File: src/rtl/main_decoder.sv
// ----------------------------------------------------------------------------
// riscv_pkg / main_decoder
//
// Main control decoder of the rv32i Decode stage. Turns the 7-bit major
// opcode into the datapath control bundle and the 2-bit ALUOp that feeds the
// ALU decoder. Decoding is purely combinational; a single clocked bit keeps a
// sticky record of any unsupported opcode for debug and trap logic.
//
// Ports:
//   clk          in   1       system clock (sticky flag only)
//   rst          in   1       synchronous, active-high reset (sticky flag only)
//   opcode       in   7       instr[6:0]
//   ctrl         out  ctrl_s  datapath control bundle
//   alu_op       out  2       00 add, 01 subtract/compare, 10 use funct3/funct7
//   illegal      out  1       opcode is not one of the six supported ones
//   illegal_seen out  1       sticky OR of illegal since the last reset
// ----------------------------------------------------------------------------

package riscv_pkg;

   localparam logic [6:0] OP_RTYPE  = 7'b0110011;
   localparam logic [6:0] OP_ITYPE  = 7'b0010011;
   localparam logic [6:0] OP_LOAD   = 7'b0000011;
   localparam logic [6:0] OP_STORE  = 7'b0100011;
   localparam logic [6:0] OP_BRANCH = 7'b1100011;
   localparam logic [6:0] OP_JAL    = 7'b1101111;

   typedef enum logic [1:0] {
      IMM_I = 2'd0,
      IMM_S = 2'd1,
      IMM_B = 2'd2,
      IMM_J = 2'd3
   } imm_src_e;

   // ResultSrc: 00 ALU result, 01 memory read data, 10 PC+4, 11 unused.
   typedef struct packed {
      logic       RegWrite;
      logic [1:0] ResultSrc;
      logic       MemWrite;
      logic       Jump;
      logic       Branch;
      logic       ALUSrc;
      imm_src_e   ImmSrc;
   } ctrl_s;

endpackage : riscv_pkg

module main_decoder
   import riscv_pkg::*;
(
   input  logic       clk,
   input  logic       rst,
   input  logic [6:0] opcode,
   output ctrl_s      ctrl,
   output logic [1:0] alu_op,
   output logic       illegal,
   output logic       illegal_seen
);

   logic illegal_seen_q;
   logic illegal_seen_d;

   // Opcode decode: every output gets a safe "no side effect" default first so
   // unsupported opcodes (and any future opcode) can never write state.
   always_comb begin
      ctrl.RegWrite  = 1'b0;
      ctrl.ResultSrc = 2'b00;
      ctrl.MemWrite  = 1'b0;
      ctrl.Jump      = 1'b0;
      ctrl.Branch    = 1'b0;
      ctrl.ALUSrc    = 1'b0;
      ctrl.ImmSrc    = IMM_I;
      alu_op         = 2'b00;
      illegal        = 1'b0;

      case (opcode)
         OP_RTYPE: begin
            ctrl.RegWrite = 1'b1;
            alu_op        = 2'b10;
         end
         OP_ITYPE: begin
            ctrl.RegWrite = 1'b1;
            ctrl.ALUSrc   = 1'b1;
            alu_op        = 2'b10;
         end
         OP_LOAD: begin
            ctrl.RegWrite  = 1'b1;
            ctrl.ResultSrc = 2'b01;
            ctrl.ALUSrc    = 1'b1;
         end
         OP_STORE: begin
            ctrl.MemWrite = 1'b1;
            ctrl.ALUSrc   = 1'b1;
            ctrl.ImmSrc   = IMM_S;
         end
         OP_BRANCH: begin
            ctrl.Branch = 1'b1;
            ctrl.ImmSrc = IMM_B;
            alu_op      = 2'b01;
         end
         OP_JAL: begin
            // Link register gets PC+4; the target adder uses the J immediate.
            ctrl.RegWrite  = 1'b1;
            ctrl.ResultSrc = 2'b10;
            ctrl.Jump      = 1'b1;
            ctrl.ImmSrc    = IMM_J;
         end
         default: begin
            // JALR, LUI, AUIPC, FENCE, SYSTEM and all others are unsupported.
            illegal = 1'b1;
         end
      endcase
   end

   // Sticky flag next state: once set it holds until reset.
   always_comb begin
      illegal_seen_d = illegal_seen_q | illegal;
   end

   // Sticky flag register; reset takes priority over a simultaneous illegal.
   always_ff @(posedge clk) begin
      if (rst) begin
         illegal_seen_q <= 1'b0;
      end else begin
         illegal_seen_q <= illegal_seen_d;
      end
   end

   assign illegal_seen = illegal_seen_q;

endmodule : main_decoder

File: config.mk
export PLATFORM = sky130hd
export DESIGN_NAME = main_decoder
export DESIGN_NICKNAME = d
export VERILOG_FILES = /design/src/rtl/main_decoder.sv
export SDC_FILE = /design/constraint.sdc
export NUM_CORES = 1
export LEC_CHECK = 0
export CAP_MARGIN = 10
export CORE_AREA = 3 3 40 42
export CTS_CLUSTER_SIZE = 28
export DETAILED_ROUTE_END_ITERATION = 10
export DIE_AREA = 0 0 43 45
export PLACE_DENSITY = 0.46
export SETUP_SLACK_MARGIN = 0.3
export SLEW_MARGIN = 15
export SYNTH_ARGS = -nofsm -noshare
export SYNTH_HDL_FRONTEND = slang
export SYNTH_SLANG_ARGS = --single-unit
export TNS_END_PERCENT = 5
File: constraint.sdc
create_clock -name clk -period 1.2 [get_ports clk]
set_input_delay 0.24 -clock clk [delete_from_list [all_inputs] [get_ports clk]]
set_output_delay 0.24 -clock clk [all_outputs]
set_load 0.01 [all_outputs]
==> implementation parameters <==
Parameter                              Value

Outcome
  Outcome    finished, violations left
  Violated checks    negative setup slack

Yosys
  Mapped Area    176 µm²
  Count of mapped cells out of synthesis    29
  FFs w/ async S/R, synth    0%
  Leading post-synthesis cells by cell area    sky130_fd_sc_hd__nor2_1 (13%), sky130_fd_sc_hd__a21oi_1 (11%), sky130_fd_sc_hd__dfxtp_1 (11%)
  Most common cell in the netlist    sky130_fd_sc_hd__nor2_1
  Mean Syn Cell Area    6.08 µm²
  Leading post-synthesis cells by instance count    sky130_fd_sc_hd__nor2_1 (6), sky130_fd_sc_hd__a21oi_1 (4), sky130_fd_sc_hd__nand2_1 (3)
  Count of unique library cells instantiated by Yosys    16
  Total of warnings raised by yosys    0
  Cell accounting for the most synthesized area    sky130_fd_sc_hd__nor2_1
  Post-synth EDFFs    0
  Number of register bits inferred by synthesis    1
  Post-synth top area share    12.8%
  Fraction of the yosys area taken by sequential cells    11.3%
  Main synth FF type    sky130_fd_sc_hd__dfxtp_1
  Synth Net Count    38

Min path
  Hold crit path type    flop to flop
  Startpoint of the tightest hold check path    illegal_seen

STA
  Highest achievable clock rate    797 MHz
  Slew at the pin closest to its max-slew limit    0.170 ns
  Min Clock Period, post-route    1.25 ns
  Final setup violation count    12
  Unrepaired setup endpoints after global routing    true
  Final period util    105%
  Final worst slack    -0.0547 ns
  Number of max-slew violations in the final report    0
  Final-layout worst hold slack    0.488 ns
  Final worst clock skew    0 ns
  Setup total negative slack    -0.295 ns
  Hold Violations, Final    0
  Rel. slew slack    88.6%

Cells and area
  Total of fill cells in the finished design    141
  Final standard cell utilization of the core    38.6%
  Antenna cell count    0
  Layout overhead on the synthesized area    181%
  Final standard cell count with taps included and fillers excluded    78
  Share of layout cells above drive strength 1    66.7%
  Net count reported at finish    74
  Largest register FFs    1

Global routing
  Met2 routing resource usage after global routing    13.8%
  Global-route wire length before repair    1.11 mm
  GRT Max-Usage Layer    met2
  Met1 Track Usage GR    8.63%
  Aggregate global routing overflow    0
  Total GRT Usage    6.90%
  Antenna violations before repair    0
  Vias in the first global route    267
  Pin count of the biggest net entering global routing    6
  Global-route met3 utilization    0.398%

Critical path
  Maximum fanout encountered on the critical timing path    3
  Buffers plus inverters on the worst setup path    3
  Reg2reg start    illegal_seen
  Launch point of the critical path    opcode[4]
  Cells traversed along the worst timing path    buf_6, and2b_1, nand4_1, buf_4, a21oi_2, buf_2
  Cell at the slowest stage of the critical path    sky130_fd_sc_hd__and2b_1
  Kind of cell adding the most delay to the critical path    buffers and inverters
  Critical path arrival    1.01 ns
  Startpoint type of the worst setup path    primary input
  Largest stage delay on the critical path    0.19 ns
  Critical setup path kind    primary input to output port
  Critical path capture point type    output port
  Critical path data required time    0.96 ns

Die
  Starting density of the core    13.7%
  Core area    0.00128 mm²
  Horizontal die dimension    43 µm
  Die Y    45 µm
  Number of rows in the core area    13
  Area enclosed by the die boundary    0.00194 mm²
  Total I/O pin count    22

Drt
  DRC violation count after routing    0
  DR WL/cell    9.28 µm
  Vias per cell    4.06
  Detailed-router iteration count before antenna repair    2
  Number of routed nets with antenna violations    0
  Detailed Route WL    724 µm
  Via Count    317
  Starting DRT DRC Count    1

Power and ir drop
  Max IR drop VDD    0.211 mV
  Power per Cell Area    318 mW/mm²
  Standby leakage power    0.000248 µW

Placed design
  Detailed-placement wirelength estimate    593 µm
  Total instance count after detailed placement    73
  Final RePlAce weighted congestion    0.673
  Buffers added on ports    21

Run
  Max_cap viols    0

Clock network
  Clk pin slew, worst setup/hold paths    0 ns
  Latest clock arrival within the worst-skew pair    0 ns
## per-layer routing
layer	share of wire, %	routed length (µm)
met2	53	386
met4	0	0
met5	0	0
met3	4.3	31
met1	42	305
## what timing repair did
item                       in CTS  in global routing
hold buffers                    0                  0
setup endpoints to repair      14                 13
pin swaps                      10                  2
gates resized for setup        89                  1
setup buffers                   5                  0
cloned                          0                  0
## cells in the final DEF, fill, tap and decap left out, drive strengths merged
cell,count
dlygate4sd2,3
or2,1
nor2b,1
dfxtp,1
buf,31
nor3,3
clkdlybuf4s50,1
nand2b,1
nand3,3
a22oi,1
nand4,2
inv,1
and2b,1
nand2,3
nor2,6
a21oi,4
## report_power, final
group / leakage (µW) / internal, µW / switching, µW / total [µW]
sequential: 0.00000844 / 36.0 / 0.897 / 36.9
combinational: 0.000239 / 70.7 / 50.2 / 121
clock: 0 / 0 / 0 / 0
total: 0.000248 / 107 / 51.1 / 158
## metrics by stage
| step | cell area, µm² | total power, µW | worst slack (ns) |
|---|---|---|---|
| final | 495 | 158 | -0.0547 |
| after CTS | 493 | 157 | -0.0631 |
| after global routing | 495 | 168 | -0.152 |
| after detailed placement | 468 | 138 | -0.861 |
| after global placement | 468 | 139 | -0.873 |
| after floorplan | 179 | 62.5 | 0.0662 |
## final timing paths
check                 endpoint  slack (ns)  cells after the start
setup / recovery       ctrl[1]       -0.05                      6
hold / removal    illegal_seen        0.49                      2
setup reg to reg  illegal_seen        0.62                      2
hold reg to reg   illegal_seen        0.49                      2
## worst reg2reg max path, delay by kind of cell (launching register included)
| family | cells | cell delay (ns) |
|---|---|---|
| AND/OR/NAND/NOR | 1 | 0.12 |
| AO/OA/AOI/OAI | 1 | 0.06 |
| flip-flops | 1 | 0.29 |
## cells by family after synthesis
| logic type | after synthesis | synth area share, % |
|---|---|---|
| compound gates | 5 | 15.6 |
| simple gates | 21 | 66.7 |
| flops | 1 | 11.3 |
| buf+inv | 2 | 6.38 |
## layout make-up
type / instances / area (µm²) / share of cell area (%)
tap: 15 / 18.8 / 3.79
timing repair buffer: 35 / 263 / 53.0
sequential: 1 / 20.0 / 4.04
multi-input combinational: 26 / 190 / 38.4
inverter: 1 / 3.75 / 0.758
Note: power is estimated with default switching activity, not from simulation.
